**config.mk**
```make
export PLATFORM = sky130hd
export DESIGN_NAME = digit_scan_ctrl
export DESIGN_NICKNAME = d
export VERILOG_FILES = /design/src/rtl/digit_scan_ctrl.sv
export SDC_FILE = /design/constraint.sdc
export NUM_CORES = 1
export LEC_CHECK = 0
export ABC_AREA = 1
export CAP_MARGIN = 20
export CORE_UTILIZATION = 35
export DETAILED_ROUTE_END_ITERATION = 8
export DONT_BUFFER_PORTS = 1
export GPL_TIMING_DRIVEN = 0
export SYNTH_ARGS = -nofsm -noshare
export SYNTH_HDL_FRONTEND = slang
export SYNTH_SLANG_ARGS = --single-unit
export TNS_END_PERCENT = 10
```
**constraint.sdc**
```tcl
create_clock -name clk -period 4.69 [get_ports clk]
set_clock_uncertainty 0.15 [all_clocks]
set_input_delay 0.7035 -clock clk [delete_from_list [all_inputs] [get_ports clk]]
set_output_delay 0.7035 -clock clk [all_outputs]
set_load 0.005 [all_outputs]
```
**src/rtl/digit_scan_ctrl.sv**
```systemverilog
// Four-digit 7-segment scan controller: drives the digit mux selects, decodes the
// returned digit and time-multiplexes active-low anodes with a blanking gap per slot.
module digit_scan_ctrl #(
  parameter int SCAN_DIV     = 100_000,
  parameter int BLANK_CYCLES = 1_000
) (
  input  logic       clk,
  input  logic       rst,
  input  logic       en,
  input  logic [3:0] mux_y,
  input  logic [3:0] blank_mask,
  input  logic [3:0] dp_mask,
  output logic       sel_s0,
  output logic       sel_s1,
  output logic [3:0] an,
  output logic [6:0] seg,
  output logic       dp,
  output logic       slot_tick
);

  localparam int CW = $clog2(SCAN_DIV);
  localparam logic [CW-1:0] BLANK_LAST = CW'(BLANK_CYCLES - 1);
  localparam logic [CW-1:0] DRIVE_LAST = CW'(SCAN_DIV - BLANK_CYCLES - 1);

  typedef enum logic [1:0] {IDLE, BLANK, DRIVE} state_t;

  state_t        state, state_nxt;
  logic [CW-1:0] cnt, cnt_nxt;
  logic [1:0]    d, d_nxt;
  logic [3:0]    an_nxt;
  logic [6:0]    seg_nxt;
  logic          dp_nxt, tick_nxt;

  function automatic logic [6:0] decode(input logic [3:0] v);
    logic [6:0] s;
    unique case (v)
      4'h0: s = 7'h40;  4'h1: s = 7'h79;  4'h2: s = 7'h24;  4'h3: s = 7'h30;
      4'h4: s = 7'h19;  4'h5: s = 7'h12;  4'h6: s = 7'h02;  4'h7: s = 7'h78;
      4'h8: s = 7'h00;  4'h9: s = 7'h10;  4'hA: s = 7'h08;  4'hB: s = 7'h03;
      4'hC: s = 7'h46;  4'hD: s = 7'h21;  4'hE: s = 7'h06;  4'hF: s = 7'h0E;
      default: s = 7'h7F;
    endcase
    return s;
  endfunction

  // The select lines come straight from the digit-index flops, so they are registered too.
  assign sel_s0 = d[1];
  assign sel_s1 = d[0];

  always_comb begin
    // NOTE: every next-value signal gets a default first so no path leaves it unassigned (no latches).
    state_nxt = state;
    cnt_nxt   = cnt;
    d_nxt     = d;
    an_nxt    = an;
    seg_nxt   = seg;
    dp_nxt    = dp;
    tick_nxt  = 1'b0;
    unique case (state)
      IDLE: begin
        cnt_nxt = '0;
        d_nxt   = 2'd0;
        an_nxt  = 4'hF;
        if (en) state_nxt = BLANK;
      end
      BLANK: begin
        if (!en) begin
          state_nxt = IDLE;
          cnt_nxt   = '0;
          d_nxt     = 2'd0;
          an_nxt    = 4'hF;
        end else if (cnt == BLANK_LAST) begin
          // Capture edge: mux_y has had at least two cycles to settle on the new select.
          seg_nxt   = decode(mux_y);
          dp_nxt    = ~dp_mask[d];
          an_nxt    = 4'hF;
          an_nxt[d] = blank_mask[d];
          cnt_nxt   = '0;
          state_nxt = DRIVE;
        end else begin
          cnt_nxt = cnt + 1'b1;
        end
      end
      DRIVE: begin
        if (!en) begin
          state_nxt = IDLE;
          cnt_nxt   = '0;
          d_nxt     = 2'd0;
          an_nxt    = 4'hF;
        end else if (cnt == DRIVE_LAST) begin
          an_nxt    = 4'hF;
          d_nxt     = d + 2'd1;
          tick_nxt  = 1'b1;
          cnt_nxt   = '0;
          state_nxt = BLANK;
        end else begin
          cnt_nxt = cnt + 1'b1;
        end
      end
      default: state_nxt = IDLE;
    endcase
  end

  // NOTE: sequential state uses non-blocking assignments so all flops update together.
  always_ff @(posedge clk or posedge rst) begin
    if (rst) begin
      state     <= IDLE;
      cnt       <= '0;
      d         <= 2'd0;
      an        <= 4'hF;
      seg       <= 7'h7F;
      dp        <= 1'b1;
      slot_tick <= 1'b0;
    end else begin
      state     <= state_nxt;
      cnt       <= cnt_nxt;
      d         <= d_nxt;
      an        <= an_nxt;
      seg       <= seg_nxt;
      dp        <= dp_nxt;
      slot_tick <= tick_nxt;
    end
  end

endmodule

```
# Yosys cells after proc, flatten, opt, wreduce, memory -nomap -nowiden

Memory sizes are Yosys's and may differ from the RTL's. A register that Yosys moved wholly into a read port is not among the register bits.
Cells that the tools add are included.

Bits in registers: 27
Memory bits (read-only): 112
Input bits: 15
Output and inout port bits: 15
Word-level logic and storage cells: 58
Memories: 1

$add $sub $neg: 2
Magnitude comparators: 2
Equality and inequality tests: 8
Mux-type cells: 29
Bitwise logic cells: 3
Reduce and logical (&&, ||, !) cells: 7

Memories:

| name            | depth | width | read ports | clocked after memory_dff | write ports | line | source |
|---|---|---|---|---|---|---|---|
| (no name shown) | 16    | 7     | 1          | 1                        | 0           | 36   | `unique case (v)` |

Operators by type and width:

| operator                | count |
|---|---|
| $mux W17                | 4 |
| $pmux W17 S3            | 1 |
| $add A17 B1 Y17 const B | 1 |
| $eq A17 B10 Y1 const B  | 1 |
| $eq A17 B17 Y1 const B  | 1 |
| $mux W2                 | 8 |
| $mux W4                 | 4 |
| $pmux W2 S3             | 2 |
| $pmux W4 S3             | 1 |
| $reduce_and A3 Y1       | 4 |
| $mux W1                 | 6 |
| $ne A3 B3 Y1 const B    | 2 |
| $bmux W1 S2             | 2 |
| $ne A2 B2 Y1 const B    | 2 |
| $not A4 Y4              | 1 |
| $or A4 B4 Y4            | 1 |
| $lt A2 B3 Y1 const B    | 1 |
| $reduce_bool A3 Y1      | 1 |
| $add A2 B1 Y2 const B   | 1 |
| $demux W1 S2            | 1 |
| $eq A2 B1 Y1 const B    | 1 |
| $eq A2 B2 Y1 const B    | 1 |
| $ge A2 B1 Y1 const B    | 1 |
| $logic_not A2 Y1        | 1 |
| other kinds (2)         | 2 |

# Longest topological paths before layout

Gate-level depths: netlist of the first run.

Word-level depth: 9
Gate-level depth with buffers: 11
Mapped depth without buffers: 10

# Worst setup path before layout of the first run

Ideal clock, no wire load.

Path type: input-to-reg
Start point: in mux_y[1]
End point: reg seg[0]
Setup time: 0.056 ns
Arrival time: 1.482 ns
Required time: 4.484 ns
Setup slack: 3.001 ns
Stages on the path: 10
Buffers on the path: 0
Path through: inv_1 -> ha_1 -> inv_1 -> nor2_1 -> a21oi_1 -> o22ai_1 -> inv_1 -> nand2_1 -> o21ai_1 -> inv_2

RTL lines:

| item               | line | source |
|---|---|---|
| start: declaration | 10   | `input logic [3:0] mux_y,` |
| end: declaration   | 16   | `output logic [6:0] seg,` |

# Worst setup path in the final report of the first run

Start point: reg state[1]
End point: reg cnt[13]

Word-level cells in the longest chain between the ends: 2
Elaborated cells between the ends (all ways): 5
Classes of those cells: eq/ne: 2; mux: 1; reduce/logical: 2

Ends and longest elaborated chain:

| item                                                      | line | source |
|---|---|---|
| start: declaration                                        | 27   | `state_t state, state_nxt;` |
| start signal: assignment                                  | 115  | `state <= state_nxt;` |
| $eq A2 B2 Y1, or another cell as far along                | 59   | `unique case (state)` |
| $pmux W17 S3 / $reduce_bool A3 Y1 (equally long branches) | -    |  |
| end signal: assignment                                    | 116  | `cnt <= cnt_nxt;` |
| end: declaration                                          | 28   | `logic [CW-1:0] cnt, cnt_nxt;` |

Several ways; a longest one is shown, not always the timed one.
A chain may end at the register's enable or synchronous reset.

==> metrics.txt, run 1 <==
Data arrival, critical path 2.03 ns; Min-Delay Path Class in2async; vias in the first global route between 1.5k and 2k; share of synthesized area occupied by flip-flops and latches 35.0%; nets roughly 380; area growth from synthesis to layout 10.7%; endpoints failing hold 0; minimum period implied by the final worst setup slack 2.00 ns; Post-Syn Nets ~380; number of core rows 30; dominant cells by area after synthesis dfrtp_1, nand2_1, dfstp_2; type of element capturing the critical path flop; remaining global-route overflow 0; achievable frequency 0.501 GHz; Final GP Congestion 0.862; clock insertion delay at the later pin of the skew report between 0.2 and 0.3 ns; setup repair after global routing missed its margin false; netlist area before placement 0.00248 mm2; Post-synth EDFFs 0; non-filler instance count after layout between 400 and 500; number of input and output port buffers inserted 0; DRC violations left 0; post-layout total power 779 uW; largest area contributor in the netlist dfrtp_1; worst supply voltage drop on vdd roughly 0.14 mV; number of slew-limit violations in the final report 0; Via-to-Cell Ratio 4.81; actual transition at the worst max-transition pin roughly 0.60 ns; cell count after placement 443; most used flip-flop cell after synthesis dfrtp_1; Final Cycle Share 42.6%; #FFs+latches synth 34; final routed wirelength across all metal layers around 5.3 mm; CTS root buf clkbuf_8; top-area cell type share of the netlist area 22.2%; Die Footprint 0.00741 mm2; critical-path maximum fanout 10; setup-violating endpoint count in the final report 0; die width 86.1 um; Antenna Diode Count 0; number of setup buffers added after CTS 0; io pins 30; average instance area after synthesis about 7.2 um2; type of the worst setup path reg2reg; Die Y-Extent ~86 um; remaining antenna violation count after routing 0; CTS H-Tree Depth 2; clock-pin slew of the registers on the worst-case setup and hold paths 0.08 ns; CTS Hold Bufs 0; first-pass iteration count of the detailed router 5; initial standard-cell utilization of the core 36.2%; power per cell area 284 mW/mm2; largest net degree at the start of global routing 23; setup TNS 0 ns; estimated wirelength of the detail-placed design about 4.0 mm; clock tree buffer depth 2; share of the core filled with cells in the final layout 40.1%; leakage power 0.00140 uW; post-cts sizing count 0; core outline area 0.00683 mm2; count of distinct cell types in the synthesized netlist 35; cell count after synthesis 346; number of buffers inserted during clock tree synthesis 5; wire length of the first global-routing pass 9.11 mm; Synth top cells by count nand2_1, inv_1, nor2_1; result of the run finished clean; fraction of final layout cells sized beyond drive strength 1 14.4%; synth warn 0; Sink Count 34; total global routing track utilization 15.5%; most common cell in the synthesized netlist nand2_1; clock tree from TritonCTS yes; ys async rst share 100%; initial antenna violation count 0; Worst Setup Start Kind flop; mean routed wirelength per cell 11.9 um; relative max-transition margin 60.2%; endpoint required time on the critical path 4.72 ns; number of violations reported at the end of detailed-routing iteration 0 103; max-cap check violation count 0; routed via count about 2.2k
## worst paths after layout
check	from	endpoint	slack, ns	cells after the start
hold / removal	rst	cnt[0]$_DFFE_PP0N_	0.21	1
setup / recovery	state[1]$_DFFE_PP0P_	cnt[13]$_DFFE_PP0N_	2.69	10
max in group asynchronous	rst	seg[6]$_DFFE_PP1P_	3.58	2
min in group clk	an[0]$_DFFE_PP1P_	an[0]$_DFFE_PP1P_	0.32	2
setup reg to reg	state[1]$_DFFE_PP0P_	cnt[13]$_DFFE_PP0N_	2.69	10
hold reg to reg	an[0]$_DFFE_PP1P_	an[0]$_DFFE_PP1P_	0.32	2
## layer usage
layer | GRT usage (%) | part of all wire (%)
met3 | 3.75 | 4.8
met4 | 5.45 | 1.5
met2 | 23.3 | 44
met5 | 0 | 0
met1 | 21.7 | 50
## flip-flops by register name, summed over array words and instances (netlist names)
name	cells
cnt	17
d	2
an	4
state	2
dp	1
seg	7
slot_tick	1
## layout make-up
| type | instances | area [um2] |
|---|---|---|
| buffer | 10 | 67.6 |
| clock buffer | 7 | 86.3 |
| clock inverter | 1 | 30.0 |
| fill | 731 | 4090 |
| inverter | 47 | 176 |
| multi-input combinational | 255 | 1370 |
| sequential | 34 | 866 |
| tap | 96 | 120 |
| timing repair buffer | 1 | 27.5 |
## layout by cell type, fill, tap and decap left out, types with 2 or more instances in the layout
cell and n:
buf_4 6, o21ai_0 11, nand3_1 26, nand4_1 9, nand2_1 110, dfstp_2 12, nor3_1 4, clkbuf_1 4
a21oi_1 10, clkinv_1 2, clkbuf_8 6, nor2_4 2, nor2_1 30, inv_2 3, nand3_2 7, nand2_2 4
o21ai_1 6, xor2_1 4, nand2_4 4, dfrtp_1 22, inv_1 42, ha_1 15
## worst max-delay path, stage by stage, from the launching register on
cell and delay (ns):
dfrtp_1 0.41, ha_1 0.17, buf_4 0.15, clkinv_1 0.23, nand2_1 0.24, inv_1 0.13
buf_4 0.21, nand2_1 0.08, nor2_1 0.04, nand2_1 0.05, nand2_1 0.04
## through the flow
| stage | area (um2) | hold WS [ns] | setup WS [ns] |
|---|---|---|---|
| global placement | 2600 | 0.317 | 2.67 |
| detailed placement | 2620 | 0.315 | 2.69 |
| floorplan | 2480 | 0.303 | 3.00 |
| finish | 2740 | 0.213 | 2.69 |
| CTS | 2740 | 0.227 | 2.67 |
| global route | 2740 | 0.258 | 2.55 |
## power by group
part | internal (uW) | total [uW] | leakage, uW | switching, uW
Combinational | 51.3 | 164 | 0.000907 | 113
Clock | 173 | 283 | 0.0000585 | 110
Sequential | 317 | 332 | 0.000430 | 14.5
Total | 542 | 779 | 0.00140 | 237
## logic make-up (layout without fill, tap and decap cells)
kind of cell,after synthesis,in the layout,synth area share (%)
simple gates,202,202,38.6
fa+ha+maj,15,15,7.58
xor+xnor,4,4,1.41
flops,34,34,35.0
buf+inv,57,66,9.85
compound gates,34,34,7.63
(Power assumes the default switching activity.)
==> inputs of run 2 (changes only) <==
==> constraint.sdc (replaced) <==
create_clock -name clk -period 1.9 [get_ports clk]
set_clock_uncertainty 0.15 [all_clocks]
set_input_delay 0.285 -clock clk [delete_from_list [all_inputs] [get_ports clk]]
set_output_delay 0.285 -clock clk [all_outputs]
set_load 0.005 [all_outputs]
==> metrics.txt, run 2 (same netlist as run 1, synthesis figures left out) <==
type of the worst setup path reg2reg; final routed wirelength across all metal layers 5.37 mm; Antenna Diode Count 0; first-pass iteration count of the detailed router 5; clock-pin slew of the registers on the worst-case setup and hold paths 0.07 ns; initial standard-cell utilization of the core 36.2%; remaining antenna violation count after routing 0; placed standard-cell area 0.00262 mm2; FF-to-FF setup slack 0.11 ns; top library cells by usage in the layout, fill and taps aside nand2_1, inv_1, nor2_1; Non-Filler Cell Area, Final 0.00283 mm2; Data arrival, critical path between 1.5 and 2 ns; fraction of final layout cells sized beyond drive strength 1 16.6%; Buf/Inv on CP 2; number of core rows 30; initial antenna violation count 0; endpoint required time on the critical path 1.93 ns; delay contributed by the slowest stage of the critical path 0.42 ns; vias in the first global route around 2.0k; routed via count ~2.2k; CTS H-Tree Depth 2; clock tree from TritonCTS yes; cell count along the critical path 11; nets 390; slowest CP cell dfrtp_1; total global routing track utilization 15.6%; core outline area 0.00683 mm2; io pins 30; CP Cell Sequence ha_4, nand2_2, clkinv_1, nand2_2, nor2_4, nand3_4, nand2_4, nand2_8, buf_12, nand2_1, nand2_1; Final GP Congestion 0.862; Die Y-Extent 86.1 um; Final Cycle Share between 90% and 100%; critical-path maximum fanout 10; clock insertion delay at the later pin of the skew report about 0.29 ns; cell family contributing the most delay on the critical path simple AND/OR/NAND/NOR gates; CTS root buf clkbuf_8; clock tree buffer depth 2; Post-Route Hold Slack 0.0148 ns; result of the run finished clean; estimated wirelength of the detail-placed design 4.03 mm; Worst Hold End slot_tick$_DFF_PP0_; actual transition at the worst max-transition pin 0.597 ns; setup-violating endpoint count in the final report 0; number of slew-limit violations in the final report 0; Worst R2R Path Depth 11; Sink Count 34; number of buffers inserted during clock tree synthesis 5; endpoint of the most critical register-to-register path cnt[16]$_DFFE_PP0N_; largest net degree at the start of global routing 23; worst supply voltage drop on vdd around 0.35 mV; leakage power 0.00143 uW; setup repair after global routing missed its margin true; startpoint of the tightest hold check path en; type of element capturing the critical path flop; leading registers by flop count cnt x17, seg x7, an x4; achievable frequency 0.557 GHz; minimum period implied by the final worst setup slack 1.79 ns; relative max-transition margin 60.1%; DRC violations left 0; Die Footprint about 0.0074 mm2; mean routed wirelength per cell 11.8 um; number of input and output port buffers inserted 0; wire length of the first global-routing pass 9.13 mm; most common library cell in the layout ignoring fill and taps nand2_1; endpoints failing hold 0; number of flip-flops under the largest register name 17; origin of the critical flop-to-flop path cnt[1]$_DFFE_PP0N_; power per cell area 706 mW/mm2; number of violations reported at the end of detailed-routing iteration 0 104; die width 86.1 um; Worst Setup Start Kind flop; Worst Hold Depth 2; Min-Delay Path Class in2reg; remaining global-route overflow 0; max-cap check violation count 0; Top reg by flops cnt; area growth from synthesis to layout 14.1%; Via-to-Cell Ratio approximately 4.8
-- run 2: cell types whose count changed in the layout (fill, tap and decap cells not counted), sizes merged --
cell	previous run	this run
buf	8	13
dlygate4sd3	0	1
-- run 2: layer usage --
metal	vias up	GRT usage [%]	wire length [um]
li1	1125	-	-
met1	1002	21.9	2760
met2	53	23.0	2330
met3	7	3.75	193
met4	0	6.06	90
met5	-	0	0
-- run 2: stage by stage --
step           utilization (%)  setup TNS [ns]  setup WS (ns)  total power, uW  instances
5_1_grt                   41.4         -0.0115        -0.0115             2110        457
3_3_place_gp              38.0          -0.116        -0.0723             1230        442
2_1_floorplan                -               0          0.228             1140        346
3_5_place_dp              38.4          -0.395         -0.100             1240        443
6_report                  41.4               0          0.106             2000        457
4_1_cts                   40.3               0         0.0329             1960        452
-- run 2: timing repair --
| action | in CTS | in global routing |
|---|---|---|
| hold endpoints to repair | 12 | 0 |
| gates resized for setup | 2 | 7 |
| hold buffers | 1 | 0 |
| endpoints found under the setup margin | 11 | 12 |
| setup buffers | 0 | 5 |
| pin swaps | 0 | 2 |
-- run 2: layout make-up --
class,instances,area [um2]
Sequential cell,34,866
Clock buffer,7,86.3
Tap cell,96,120
Multi-Input combinational cell,255,1390
Clock inverter,1,30.0
Timing Repair Buffer,7,75.1
Fill cell,723,4010
Inverter,47,178
Buffer,10,80.1
-- run 2: worst max-delay path by stage --
stage | startpoint | end | slack [ns]
final | cnt[1]$_DFFE_PP0N_ | cnt[16]$_DFFE_PP0N_ | 0.11
after global routing | cnt[1]$_DFFE_PP0N_ | cnt[15]$_DFFE_PP0N_ | -0.01
after CTS | cnt[0]$_DFFE_PP0N_ | cnt[16]$_DFFE_PP0N_ | 0.03
after detailed placement | state[1]$_DFFE_PP0P_ | cnt[13]$_DFFE_PP0N_ | -0.1
after global placement | state[1]$_DFFE_PP0P_ | cnt[13]$_DFFE_PP0N_ | -0.07
after floorplan | state[0]$_DFFE_PP0P_ | cnt[13]$_DFFE_PP0N_ | 0.23
-- run 2: worst reg2reg max path: cells and delay by family (launching register included) --
family	cells	cell delay, ns
adders and majority gates	1	0.16
buffers and inverters	2	0.24
DFF	1	0.42
and+or+nand+nor	8	0.71
-- run 2: power breakdown --
group	leakage (uW)	internal [uW]	switching, uW	total, uW
clock network	0.0000585	428	272	700
registers	0.000430	783	36.7	820
logic	0.000937	177	299	476
